[src/rtl/fifo_wr_gen.sv]
// rtl/fifo_wr_gen.sv - FIFO write-side traffic generator (pattern, burst length, refill policy).
// Optional running checksum output enabled by defining FIFO_WR_GEN_CHKSUM_EN.
module fifo_wr_gen #(
  parameter int DATA_W      = 8,
  parameter int BURST_LEN   = 256,
  parameter int SYNC_STG    = 2,
  parameter int RESUME_MODE = 0
) (
  input  logic              clk_100m,
  input  logic              rst_n,
  input  logic              start,
  input  logic              stop,
  input  logic [1:0]        mode,
  input  logic [DATA_W-1:0] seed,
  input  logic              empty,
  input  logic              almost_full,
  input  logic              full,
  output logic              wr_en,
  output logic [DATA_W-1:0] wr_data,
  output logic              busy,
  output logic              done,
  output logic [31:0]       wr_cnt,
  output logic              overflow_err
`ifdef FIFO_WR_GEN_CHKSUM_EN
  ,
  output logic [DATA_W-1:0] chksum
`endif
);

  localparam logic [1:0] S_IDLE  = 2'd0;
  localparam logic [1:0] S_WAIT  = 2'd1;
  localparam logic [1:0] S_WRITE = 2'd2;
  localparam logic [1:0] S_HOLD  = 2'd3;

  localparam logic [31:0] TAPS_ALL = (DATA_W == 8)  ? 32'h0000_00B8 :
                                     (DATA_W == 16) ? 32'h0000_B400 : 32'h8020_0003;
  localparam logic [DATA_W-1:0] TAPS = TAPS_ALL[DATA_W-1:0];
  localparam logic [31:0] LAST_CNT = 32'(BURST_LEN - 1);

  logic [1:0]          state_q, state_d;
  logic [1:0]          mode_q, mode_d;
  logic [DATA_W-1:0]   data_q, data_d;
  logic                wr_en_q, wr_en_d;
  logic                done_q, done_d;
  logic [31:0]         cnt_q, cnt_d;
  logic                ovf_q, ovf_d;
  logic [SYNC_STG-1:0] sync_q, sync_d;
  logic                empty_s, flag, resume, last, start_ok;

  function automatic logic [DATA_W-1:0] next_word(input logic [1:0] m, input logic [DATA_W-1:0] x);
    case (m)
      2'd0:    next_word = x + 1'b1;
      2'd1:    next_word = x - 1'b1;
      2'd2:    next_word = (x >> 1) ^ (x[0] ? TAPS : {DATA_W{1'b0}});
      default: next_word = x;
    endcase
  endfunction

  always_comb begin
    sync_d[0] = empty;
    for (int i = 1; i < SYNC_STG; i++) sync_d[i] = sync_q[i-1];
  end

  assign empty_s  = sync_q[SYNC_STG-1];
  assign flag     = almost_full | full;
  assign resume   = (RESUME_MODE == 0) ? empty_s : ~flag;
  assign last     = (BURST_LEN != 0) && (cnt_q == LAST_CNT);
  assign start_ok = (state_q == S_IDLE) && start && !stop;

  always_comb begin
    state_d = state_q;
    mode_d  = mode_q;
    data_d  = data_q;
    wr_en_d = 1'b0;
    done_d  = 1'b0;
    cnt_d   = cnt_q;
    ovf_d   = ovf_q | (full & wr_en_q);

    // A word on the bus this cycle is always consumed, whatever the FSM decides next.
    if (wr_en_q) begin
      if (cnt_q != 32'hFFFF_FFFF) cnt_d = cnt_q + 32'd1;
      data_d = next_word(mode_q, data_q);
    end

    case (state_q)
      S_IDLE: begin
        if (start_ok) begin
          state_d = S_WAIT;
          mode_d  = mode;
          data_d  = (mode == 2'd2 && seed == '0) ? {DATA_W{1'b1}} : seed;
          cnt_d   = 32'd0;
          ovf_d   = 1'b0;
        end
      end
      S_WAIT: begin
        if (empty_s) begin
          state_d = S_WRITE;
          wr_en_d = ~flag;
        end
      end
      S_WRITE: begin
        if (wr_en_q && last) begin
          state_d = S_IDLE;
          done_d  = 1'b1;
        end else if (flag) begin
          state_d = S_HOLD;
        end else begin
          wr_en_d = 1'b1;
        end
      end
      default: begin
        if (resume) begin
          state_d = S_WRITE;
          wr_en_d = ~flag;
        end
      end
    endcase

    // Stop overrides every other transition; any write already on the bus still counts.
    if (state_q != S_IDLE && stop) begin
      state_d = S_IDLE;
      wr_en_d = 1'b0;
      done_d  = 1'b1;
    end
  end

  always_ff @(posedge clk_100m or negedge rst_n) begin
    if (!rst_n) begin
      state_q <= S_IDLE;
      mode_q  <= 2'd0;
      data_q  <= '0;
      wr_en_q <= 1'b0;
      done_q  <= 1'b0;
      cnt_q   <= 32'd0;
      ovf_q   <= 1'b0;
      sync_q  <= '0;
    end else begin
      state_q <= state_d;
      mode_q  <= mode_d;
      data_q  <= data_d;
      wr_en_q <= wr_en_d;
      done_q  <= done_d;
      cnt_q   <= cnt_d;
      ovf_q   <= ovf_d;
      sync_q  <= sync_d;
    end
  end

  assign wr_en        = wr_en_q;
  assign wr_data      = data_q;
  assign busy         = (state_q != S_IDLE);
  assign done         = done_q;
  assign wr_cnt       = cnt_q;
  assign overflow_err = ovf_q;

`ifdef FIFO_WR_GEN_CHKSUM_EN
  logic [DATA_W-1:0] chk_q;

  always_ff @(posedge clk_100m or negedge rst_n) begin
    if (!rst_n) begin
      chk_q <= '0;
    end else if (start_ok) begin
      chk_q <= '0;
    end else if (wr_en_q) begin
      chk_q <= chk_q + data_q;
    end
  end

  assign chksum = chk_q;
`endif

endmodule

[config.mk]
export PLATFORM = sky130hd
export DESIGN_NAME = fifo_wr_gen
export DESIGN_NICKNAME = d
export VERILOG_FILES = /design/src/rtl/fifo_wr_gen.sv
export SDC_FILE = /design/constraint.sdc
export NUM_CORES = 1
export LEC_CHECK = 0
export ABC_AREA = 0
export CELL_PAD_IN_SITES_DETAIL_PLACEMENT = 1
export CELL_PAD_IN_SITES_GLOBAL_PLACEMENT = 2
export CORE_MARGIN = 2
export CORE_UTILIZATION = 33
export CTS_BUF_LIST = sky130_fd_sc_hd__clkbuf_4 sky130_fd_sc_hd__clkbuf_8 sky130_fd_sc_hd__clkbuf_16
export DETAILED_ROUTE_END_ITERATION = 10
export PLACE_DENSITY = 0.95
export SYNTH_ARGS = -nofsm -noshare
export SYNTH_HDL_FRONTEND = slang
export SYNTH_SLANG_ARGS = --single-unit
[constraint.sdc]
create_clock -name clk_100m -period 4.9 [get_ports clk_100m]
set_clock_uncertainty 0.1 [all_clocks]
set_input_delay 0.98 -clock clk_100m [delete_from_list [all_inputs] [get_ports clk_100m]]
set_output_delay 0.98 -clock clk_100m [all_outputs]
set_load 0.05 [all_outputs]
---- Word level (Yosys, flattened, before mapping) ----
Cells that the tools add are included.
storage, ports and cells
  register bits after elaboration ......... 49
  latch bits .............................. 0
  bits in writable memories ............... 0
  ROM bits ................................ 0
  input port bits ......................... 17
  logic and storage cells ................. 63
  memories ................................ 0
cells by class
  add/subtract/negate cells ............... 3
  $mul .................................... 0
  divide/modulo/power cells ............... 0
  magnitude comparators ................... 0
  equal/unequal tests ..................... 8
  shifts and indexed selects .............. 0
  muxes and demuxes ....................... 26
  bitwise operators ....................... 5
  reduce and logical (&&, ||, !) cells .... 13
operators by type and width
  operator                 count
  $mux W32                 4
  $mux W8                  5
  $add A32 B1 Y32 const B  1
  $eq A32 B8 Y1 const B    1
  $ne A32 B32 Y1 const B   1
  $pmux W8 S3              1
  $mux W2                  5
  $mux W1                  9
  $add A8 B1 Y8 const B    1
  $logic_not A8 Y1         1
  $sub A8 B1 Y8 const B    1
  $xor A7 B8 Y8            1
  $eq A2 B2 Y1 const B     3
  $logic_and A1 B1 Y1      5
  $logic_not A2 Y1         2
  $ne A4 B4 Y1 const B     1
  $pmux W2 S2              1
  $reduce_bool A4 Y1       1
  $ne A3 B2 Y1 const B     1
  $reduce_and A3 Y1        1
  $eq A2 B1 Y1 const B     1
  $or A1 B1 Y1             2
  $pmux W1 S2              1
  $reduce_and A2 Y1        1
  4 further kinds          4

---- Logic depth before layout (Yosys ltp) ----
Gate-level depths: netlist (run 1).
  depth in word-level cells ............... 6
  gate-level depth with buffers ........... 8
  depth with buffers taken out ............ 8

---- Least setup slack after synthesis (run 1) ----
Ideal clock, no wire load.
  path kind ............................... input to register
  start ................................... input port mode[0]
  end ..................................... register data_q[6] (netlist: wr_data[6])
  library setup time ...................... 0.094 ns
  data arrival time ....................... 2.462 ns
  path slack .............................. 2.244 ns
  stages on the path ...................... 4
  path buffers ............................ 0
  path through ............................ or4b_2 o41ai_2 o22ai_1 a211oi_1
on the way
  word-level cells in the longest chain between the ends .. 5
RTL lines
  element                 RTL line  text
  start: declaration      13        input logic [1:0] mode,
  $eq A2 B2 Y1            90        data_d = (mode == 2'd2 && seed == '0) ? {DATA_W{1'b1}} : seed;
  $logic_and A1 B1 Y1     90
  $mux W8                 90
  $mux W8                 87        if (start_ok) begin
  $mux W8                 85        case (state_q)
  named net data_d[6]     42        logic [DATA_W-1:0] data_q, data_d;
  end signal: assignment  140       data_q <= data_d;
  end: declaration        42
The timed path passes the listed nets, and every way through them passes these cells.
A chain may end at the register's enable or synchronous reset.

---- Worst setup path in the final report (run 1) ----
  start ................................... register wr_en_q (netlist: wr_en)
  end ..................................... output port wr_en
RTL lines
  element                   RTL line  text
  start: declaration        43        logic wr_en_q, wr_en_d;
  start signal: assignment  141       wr_en_q <= wr_en_d;
  end: declaration          18        output logic wr_en,
No word-level cell between the ends.

==> results of run 1 <==
[area by class of cell]
cell class / instances / area (um^2) / area share (%)
multi-input cells: 283 / 1759 / 45.28
clock inverters: 1 / 30.03 / 0.7729
clock buffers: 7 / 90.09 / 2.319
well taps: 111 / 138.9 / 3.575
repair buffers: 63 / 618.1 / 15.91
inverters: 6 / 22.52 / 0.5797
flip-flops and latches: 49 / 1226 / 31.56
[Yosys cell counts, drive strengths merged, types with 3 or more instances]
| master | n |
|---|---|
| a221oi | 3 |
| nor4 | 16 |
| xnor2 | 14 |
| ha | 4 |
| dfrtp | 49 |
| and4 | 4 |
| nor3 | 9 |
| o21ai | 24 |
| or4 | 11 |
| buf | 6 |
| o211ai | 4 |
| clkbuf | 16 |
| nand2 | 35 |
| o31ai | 6 |
| a211oi | 3 |
| or3 | 16 |
| and3 | 4 |
| nand3 | 18 |
| a31oi | 5 |
| inv | 6 |
| nand4 | 10 |
| o41ai | 4 |
| nor2 | 32 |
| a21oi | 23 |
| nand2b | 4 |
[per-layer routing]
layer / wire length (um) / vias to the layer above / track usage [%] / part of all wire, %
met3: 283 / 16 / 2.208 / 2.9
met4: 172 / 0 / 5.925 / 1.8
met2: 4700 / 71 / 32.96 / 48
li1: - / 1464 / - / -
met5: 0 / - / 0 / 0
met1: 4608 / 1594 / 28.57 / 47
[where the power goes]
group | switching (uW) | internal, uW
Combinational | 418 | 299
Clock | 142 | 172
Sequential | 147 | 455
[cells by family after synthesis]
group	count (synthesis)	share of synthesized area [%]
and+or+nand+nor	171	30.23
AOI/OAI and AO/OA	88	18.41
DFF	49	39.29
buffers and inverters	28	4.611
xor gates and xnor gates	16	4.491
muxes	4	1.363
adders and majority gates	4	1.604
[flip-flops by register name (all words and copies together) (netlist names)]
| name | cells |
|---|---|
| state_q | 2 |
| overflow_err | 1 |
| done | 1 |
| sync_q | 2 |
| mode_q | 2 |
| wr_data | 8 |
| wr_cnt | 32 |
| wr_en | 1 |
[final timing paths]
path                       cells after the start       from    endpoint  slack, ns
setup / recovery                               1      wr_en       wr_en       1.72
hold / removal                                 0  sync_q[0]   sync_q[1]       0.26
setup reg to reg                               6  wr_cnt[0]  wr_cnt[17]       1.78
hold reg to reg                                0  sync_q[0]   sync_q[1]       0.26
max in group asynchronous                      2      rst_n   wr_cnt[4]       3.58
min in group asynchronous                      2      rst_n   wr_cnt[0]       0.68
[metrics by stage]
stage               hold WS [ns]  setup slack, ns  instances
global placement          0.2378            1.611        512
floorplan                 0.2312            2.244        360
CTS                       0.2643            1.718        520
finish                    0.2610            1.723        520
global route              0.2695            1.452        520
detailed placement        0.2425            1.525        512
==> impl_results.md, run 1 <==
- # hold bufs at CTS: 0
- Post-DP Area: 0.003765 mm^2
- Drt pass-1 iters: 5
- Leakage: 0.001447 uW
- CTS resizes: 0
- Clock latency at the later pin of the worst-skew pair: 0.31 ns
- CTS clk-pin slew, worst paths: 0.09 ns
- Crit-path slowest cell: clkdlybuf4s50_1
- Clk Tree Root Cell: clkbuf_8
- Status: finished, final reports clean
- Minimum clock period: 3.177 ns
- Post-synthesis sequential area ratio: 39.29%
- Synth warnings: 0
- RSZ-0062 raised after global routing: false
- Setup Viol. Count Final: 0
- Nets: 429
- CP Data Required Time: 3.82 ns
- Antenna diodes: 0
- Most frequent cells in the layout: 59 x clkdlybuf4s50_1, 49 x dfrtp_1, 35 x nand2_1
- Rel. slew slack: 25.81%
- Final Hold Fails: 0
- Clk buf depth: 2
- Core Region: 0.009196 mm^2
- Slowest stage delay, CP: 0.94 ns
- Commonest non-fill, non-tap cell in the layout: clkdlybuf4s50_1
- Vias in the first global route: 3256
- DRT antenna net count: 0
- Synth top area cells: dfrtp_1 39%, nand2_1 4.2%, xnor2_1 3.9%
- Residual DRC: 0
- Post-synth EDFFs: 0
- PwrDens: 420.5 mW/mm^2
- Gpl congestion: 0.8203
- Iteration-0 DRC Markers: 93
- Die Span Y: 101.2 um
- Hold Crit Class: reg -> reg
- Area leader, netlist: dfrtp_1
- Share of post-route cells with drive strength above 1: 7.090%
- Initial Util: 33.93%
- Buffers added on ports: 60
- Post-Route WL: 9765 um
- Syn Area/Cell: 8.668 um^2
- Num rows: 35
- Sum Neg Setup Slack: 0 ns
- Fill cells: 1099
- Synthesis-to-layout area growth: 24.50%
- Fmax: 314.8 MHz
- Part of the cycle the worst path needs: 64.84%
- Max Cap Viol: 0
- FF+latch count, synth: 49
- Global-route wire length before repair: 16660 um
- Setup bufs post-CTS: 0
- Antenna violations before repair: 0
- Total GRT Usage: 20.27%
- Post-route core utilization: 42.24%
- Peak VDD IR: 0.0001583 V
- Ys async rst share: 100.0%
- Die Wd: 101.2 um
- Cells after synthesis: 360
- Num CTS Buffers: 5
- Post-route cell area: 0.003885 mm^2
- Setup crit start kind: register
- Sink Count: 49
- Syn nets: 381
- Detailed placement HPWL: 6889 um
- Largest net degree at the start of global routing: 50
- IO Pins: 61
- Buf/Inv on CP: 1
- CP delay by family, top: buffers and inverters
- WS Path Type: reg -> out
- Critical path capture point type: output port
- Worst-path fanout max: 19
- Final Slew Violations: 0
- GRT overflow: 0
- Least-Margin Pin Slew: 1.104 ns
- H-Tree Level Count: 2
- Top cell type's share of synthesized area: 39.29%
- Netlist cell types: 61
- WL/cell: 18.78 um
- TritonCTS clock tree: built
- Via Count: 3145
- Worst Path Arrival: 2.10 ns
- Pwr Total: 1634 uW
- Die area: 0.01025 mm^2
- Synth Flop Type: dfrtp_1
- Vias per inst: 6.048
- Mapped Area: 0.003120 mm^2
- Critical path, cell by cell: clkdlybuf4s50_1
Power figures use the tool's default switching activity.
==> inputs of run 2 (changes only) <==
CORE_UTILIZATION = 31   (was 33)
PLACE_DENSITY = 0.91   (was 0.95)
clock period = 3.32 ns   (was 4.9 ns; I/O delays follow)
==> impl_results.md, run 2 (synthesis results as in run 1) <==
- CTS resizes: 0 (unchanged)
- Residual DRC: 0 (unchanged)
- Worst-path fanout max: 10 (-9)
- Die Span Y: 104.3 um (+3.1%)
- Peak VDD IR: 0.0003004 V (+90%)
- Sum Neg Setup Slack: 0 ns (unchanged)
- Synthesis-to-layout area growth: 26.06%
- DRT antenna net count: 0 (unchanged)
- Via Count: 3139 (-0.19%)
- Final Slew Violations: 0 (unchanged)
- Post-route cell area: 0.003934 mm^2 (+1.3%)
- Setup Viol. Count Final: 0 (unchanged)
- IO Pins: 61 (unchanged)
- Leakage: 0.001465 uW (+1.2%)
- H-Tree Level Count: 2 (unchanged)
- Num rows: 36 (+2.9%)
- Worst Path Arrival: 2.74 ns (+0.64 ns)
- Antenna violations before repair: 0 (unchanged)
- Buffers added on ports: 60 (unchanged)
- Detailed placement HPWL: 6906 um (+0.25%)
- FF-to-FF End: wr_cnt[3]
- Core Region: 0.009774 mm^2 (+6.3%)
- Die Wd: 104.3 um (+3.1%)
- Post-DP Area: 0.003830 mm^2 (+1.7%)
- CTS clk-pin slew, worst paths: 0.09 ns (about the same)
- Nets: 434 (+1.2%)
- Commonest non-fill, non-tap cell in the layout: clkdlybuf4s50_1
- Critical path, cell by cell: ha_1, nand2_1, or4_1, o31ai_2, or3_2, a21oi_1
- Gpl congestion: 0.8223 (+0.24%)
- Vias per inst: 5.749 (-4.9%)
- WS Path Type: reg -> reg
- Clock latency at the later pin of the worst-skew pair: 0.31 ns (about the same)
- Part of the cycle the worst path needs: 80.20%
- Rel. slew slack: 38.27% (+12 points)
- Fmax: 375.6 MHz
- Drt pass-1 iters: 4 (-1)
- Iteration-0 DRC Markers: 108 (+16%)
- Vias in the first global route: 3211 (-1.4%)
- Sink Count: 49 (unchanged)
- Hold endpoint: sync_q[1]
- Die area: 0.01088 mm^2 (+6.2%)
- Slowest stage delay, CP: 0.75 ns (-0.19 ns)
- Total GRT Usage: 18.31% (-2.0 points)
- Critical path capture point type: register
- Hold Crit Class: reg -> reg
- Setup bufs post-CTS: 0 (unchanged)
- Pre-CTS WS: 0.6141 ns (-0.9113 ns)
- WHS: 0.2564 ns (-0.004587 ns)
- WL/cell: 18.07 um (-3.8%)
- Antenna diodes: 0 (unchanged)
- Minimum clock period: 2.663 ns
- Initial Util: 31.93% (-2.0 points)
- Num CTS Buffers: 5 (unchanged)
- Reg2Reg Depth: 6 (unchanged)
- Global-route wire length before repair: 16640 um (about the same)
- Status: finished, final reports clean
- Max Cap Viol: 0 (unchanged)
- Flop2flop setup slack: 0.66 ns (-1.12 ns)
- Most frequent cells in the layout: 59 x clkdlybuf4s50_1, 49 x dfrtp_1, 35 x nand2_1
- TritonCTS clock tree: built
- GRT overflow: 0 (unchanged)
- Largest net degree at the start of global routing: 50 (unchanged)
- RSZ-0062 raised after global routing: false
- PwrDens: 609.0 mW/mm^2 (+45%)
- Hold path cells: 0 (unchanged)
- Crit-path slowest cell: or4_1
- Clk buf depth: 2 (unchanged)
- Clk Tree Root Cell: clkbuf_8
- Post-Route WL: 9864 um (+1.0%)
- Setup crit start kind: register
- Least-Margin Pin Slew: 0.9141 ns (-0.1903 ns)
- Post-route core utilization: 40.25% (-2.0 points)
- CP Data Required Time: 3.39 ns (-0.43 ns)
- Post-layout worst setup margin: 0.6575 ns (-1.066 ns)
- Share of post-route cells with drive strength above 1: 7.990% (+0.90 points)
- Hold wc startpoint: sync_q[0]
- Final Hold Fails: 0 (unchanged)
- Max reg flops: 32 (unchanged)
- # hold bufs at CTS: 0 (unchanged)
- FF-to-FF Start: wr_cnt[0]
## run 2: cell count changes in the layout (fill, tap and decap cells not counted), sizes merged
| cell | previous run | this run |
|---|---|---|
| clkbuf | 7 | 5 |
| clkinv | 0 | 1 |
| buf | 4 | 9 |
## run 2: area by class of cell
| class | count | area, um^2 |
|---|---|---|
| clock inverters | 2 | 35.03 |
| flip-flops and latches | 49 | 1226 |
| fillers | 1165 | 5841 |
| well taps | 133 | 166.4 |
| multi-input cells | 283 | 1759 |
| clock buffers | 5 | 68.82 |
| repair buffers | 68 | 655.6 |
| inverters | 6 | 22.52 |
## run 2: worst max-delay path by stage
stage / depth (start not counted) / to / slack, ns / start
after CTS: 6 / wr_cnt[3] / 0.65 / wr_cnt[0]
after global placement: 6 / wr_data[4] / 0.66 / stop
final: 6 / wr_cnt[3] / 0.66 / wr_cnt[0]
after floorplan: 7 / wr_cnt[6] / 0.72 / wr_cnt[0]
after global routing: 6 / wr_cnt[6] / 0.52 / wr_cnt[0]
after detailed placement: 6 / wr_data[4] / 0.61 / stop
## run 2: report_power, final
group,switching [uW],internal [uW]
Combinational,661,450
Sequential,178,673
Clock,214,220
## run 2: per-stage QoR
stage | total power, uW | cells
final | 2396 | 546
after global routing | 2547 | 546
after CTS | 2412 | 546
after detailed placement | 1966 | 539
after global placement | 1917 | 539
after floorplan | 1619 | 360
## run 2: layer usage
| layer | track usage [%] | vias to the layer above | wire, um |
|---|---|---|---|
| li1 | - | 1461 | - |
| met1 | 24.91 | 1597 | 4681 |
| met2 | 30.58 | 70 | 4727 |
| met3 | 3.070 | 11 | 352 |
| met4 | 3.668 | 0 | 104 |
| met5 | 0 | - | 0 |
## run 2: critical path, delay by kind of cell (launching register included)
kind / cells / cell delay (ns)
AO/OA/AOI/OAI: 2 / 0.65
adder cells (fa/ha/maj): 1 / 0.24
flip-flops: 1 / 0.43
AND/OR/NAND/NOR: 3 / 1.12
==> inputs of run 3 (changes only) <==
CORE_UTILIZATION = 28   (was 31)
PLACE_DENSITY = 0.87   (was 0.91)
clock period = 2.2 ns   (was 3.32 ns; I/O delays follow)
==> impl_results.md, run 3 (synthesis results as in run 1) <==
- Gpl congestion: 0.8075 (-1.8%)
- Fill cells: 1274 (+9.4%)
- Antenna violations before repair: 0 (unchanged)
- Vias per inst: 5.529 (-3.8%)
- Rel. slew slack: 61.13% (+23 points)
- Post-Route WL: 11400 um (+16%)
- Detailed placement HPWL: 8040 um (+16%)
- Sink Count: 49 (unchanged)
- Minimum clock period: 2.173 ns
- Peak VDD IR: 0.0005195 V (+73%)
- Commonest non-fill, non-tap cell in the layout: buf_4
- Vias in the first global route: 3450 (+7.4%)
- RSZ-0062 raised after global routing: true
- Part of the cycle the worst path needs: 98.78%
- WL/cell: 18.57 um (+2.8%)
- Final Hold Fails: 0 (unchanged)
- Fmax: 460.2 MHz
- CP delay by family, top: buffers and inverters
- Nets: 494 (+14%)
- Buf/Inv on CP: 2 (+2)
- WS Path Type: reg -> out
- H-Tree Level Count: 2 (unchanged)
- Clk Tree Root Cell: clkbuf_8
- GRT overflow: 0 (unchanged)
- DRT antenna net count: 0 (unchanged)
- Crit-path slowest cell: clkdlybuf4s50_1
- Buffers added on ports: 60 (unchanged)
- Core Region: 0.01084 mm^2 (+11%)
- Setup Viol. Count Final: 0 (unchanged)
- Hold Crit Class: in -> async
- Share of post-route cells with drive strength above 1: 31.65% (+24 points)
- Setup crit start kind: register
- IO Pins: 61 (unchanged)
- Most frequent cells in the layout: 75 x buf_4, 33 x nand2_1, 32 x nor2_1
- Die Wd: 109.6 um (+5.0%)
- Die area: 0.01201 mm^2 (+10%)
- TritonCTS clock tree: built
- Num rows: 38 (+5.6%)
- Global-route wire length before repair: 17730 um (+6.6%)
- Num CTS Buffers: 5 (unchanged)
- WHS: 0.07460 ns (-0.1818 ns)
- # hold bufs at CTS: 0 (unchanged)
- Antenna diodes: 0 (unchanged)
- Die Span Y: 109.6 um (+5.0%)
- Clock latency at the later pin of the worst-skew pair: 0.31 ns (about the same)
- Initial Util: 28.79% (-3.1 points)
- Least-Margin Pin Slew: 0.5755 ns (-0.3385 ns)
- Via Count: 3395 (+8.2%)
- Total GRT Usage: 18.81% (+0.51 points)
- Critical path, cell by cell: buf_4, clkdlybuf4s50_1
- Clk buf depth: 2 (unchanged)
- Slowest stage delay, CP: 0.80 ns (+0.05 ns)
- Iteration-0 DRC Markers: 122 (+13%)
- Residual DRC: 0 (unchanged)
- Max Cap Viol: 0 (unchanged)
- Worst Path Arrival: 1.63 ns (-1.11 ns)
- Largest net degree at the start of global routing: 35 (-30%)
- PwrDens: 797.3 mW/mm^2 (+31%)
- Final Slew Violations: 0 (unchanged)
- CTS clk-pin slew, worst paths: 0.09 ns (about the same)
- Synthesis-to-layout area growth: 46.47%
- Critical path capture point type: output port
- Worst-path fanout max: 6 (-4)
- CP Data Required Time: 1.66 ns (-1.73 ns)
- Status: finished, final reports clean
- Pwr Total: 3644 uW (+52%)
- Drt pass-1 iters: 4 (unchanged)
- Leakage: 0.002052 uW (+40%)
- Max reg flops: 32 (unchanged)
## run 3: worst reg2reg max path, cell delays in order, from the launching register on
cell,delay (ns)
dfrtp_2,0.38
nand2_1,0.11
or4_4,0.59
a211o_4,0.33
buf_6,0.13
or3_1,0.30
a21oi_1,0.14
## run 3: final timing paths
check / from / endpoint / slack, ns / depth (start not counted)
setup / recovery: wr_cnt[31] / wr_cnt[31] / 0.03 / 2
hold / removal: rst_n / wr_cnt[5] / 0.07 / 2
setup reg to reg: wr_cnt[9] / wr_cnt[29] / 0.04 / 6
hold reg to reg: sync_q[0] / sync_q[1] / 0.26 / 0
max in group asynchronous: rst_n / wr_cnt[26] / 1.29 / 3
min in group clk_100m: sync_q[0] / sync_q[1] / 0.26 / 0
## run 3: what timing repair did
action,4_1_cts,5_1_grt
cloned,0,2
gates resized for setup,3,36
setup endpoints to repair,3,38
pin swaps,0,2
setup buffers,0,3
## run 3: power breakdown
part / internal, uW / total (uW) / switching [uW] / leakage, uW
logic: 763 / 1880 / 1110 / 0.00139
clock network: 249 / 568 / 319 / 0.0000491
registers: 1020 / 1200 / 176 / 0.000608
total: 2030 / 3640 / 1610 / 0.00205
## run 3: final cells by class
type / count / area (um^2) / area share (%)
Inverter: 6 / 22.52 / 0.4927
Clock inverter: 1 / 5.005 / 0.1095
Timing Repair Buffer: 127 / 1122 / 24.56
Tap cell: 140 / 175.2 / 3.832
Sequential cell: 49 / 1261 / 27.59
Clock buffer: 7 / 83.83 / 1.834
Multi-Input combinational cell: 284 / 1901 / 41.58
## run 3: metal layers
metal  global-route usage (%)  vias up  share of wire (%)
met5                        0        -                  0
met4                    4.521        0                1.4
met3                    3.023       12                4.0
met2                    31.92       68                 50
met1                    25.02     1733                 45
li1                         -     1582                  -
## run 3: per-stage QoR
stage          std cells  util, %  setup TNS [ns]  area [um^2]  setup slack [ns]
2_1_floorplan        360        -         -0.5251         3226          -0.07811
4_1_cts              609    40.58               0         4399          0.004050
3_5_place_dp         601    39.69          -1.337         4303           -0.2964
5_1_grt              614    42.16         -0.1355         4571          -0.02899
6_report             614    42.16               0         4571           0.02690
3_3_place_gp         601    39.69         -0.9055         4303           -0.2299
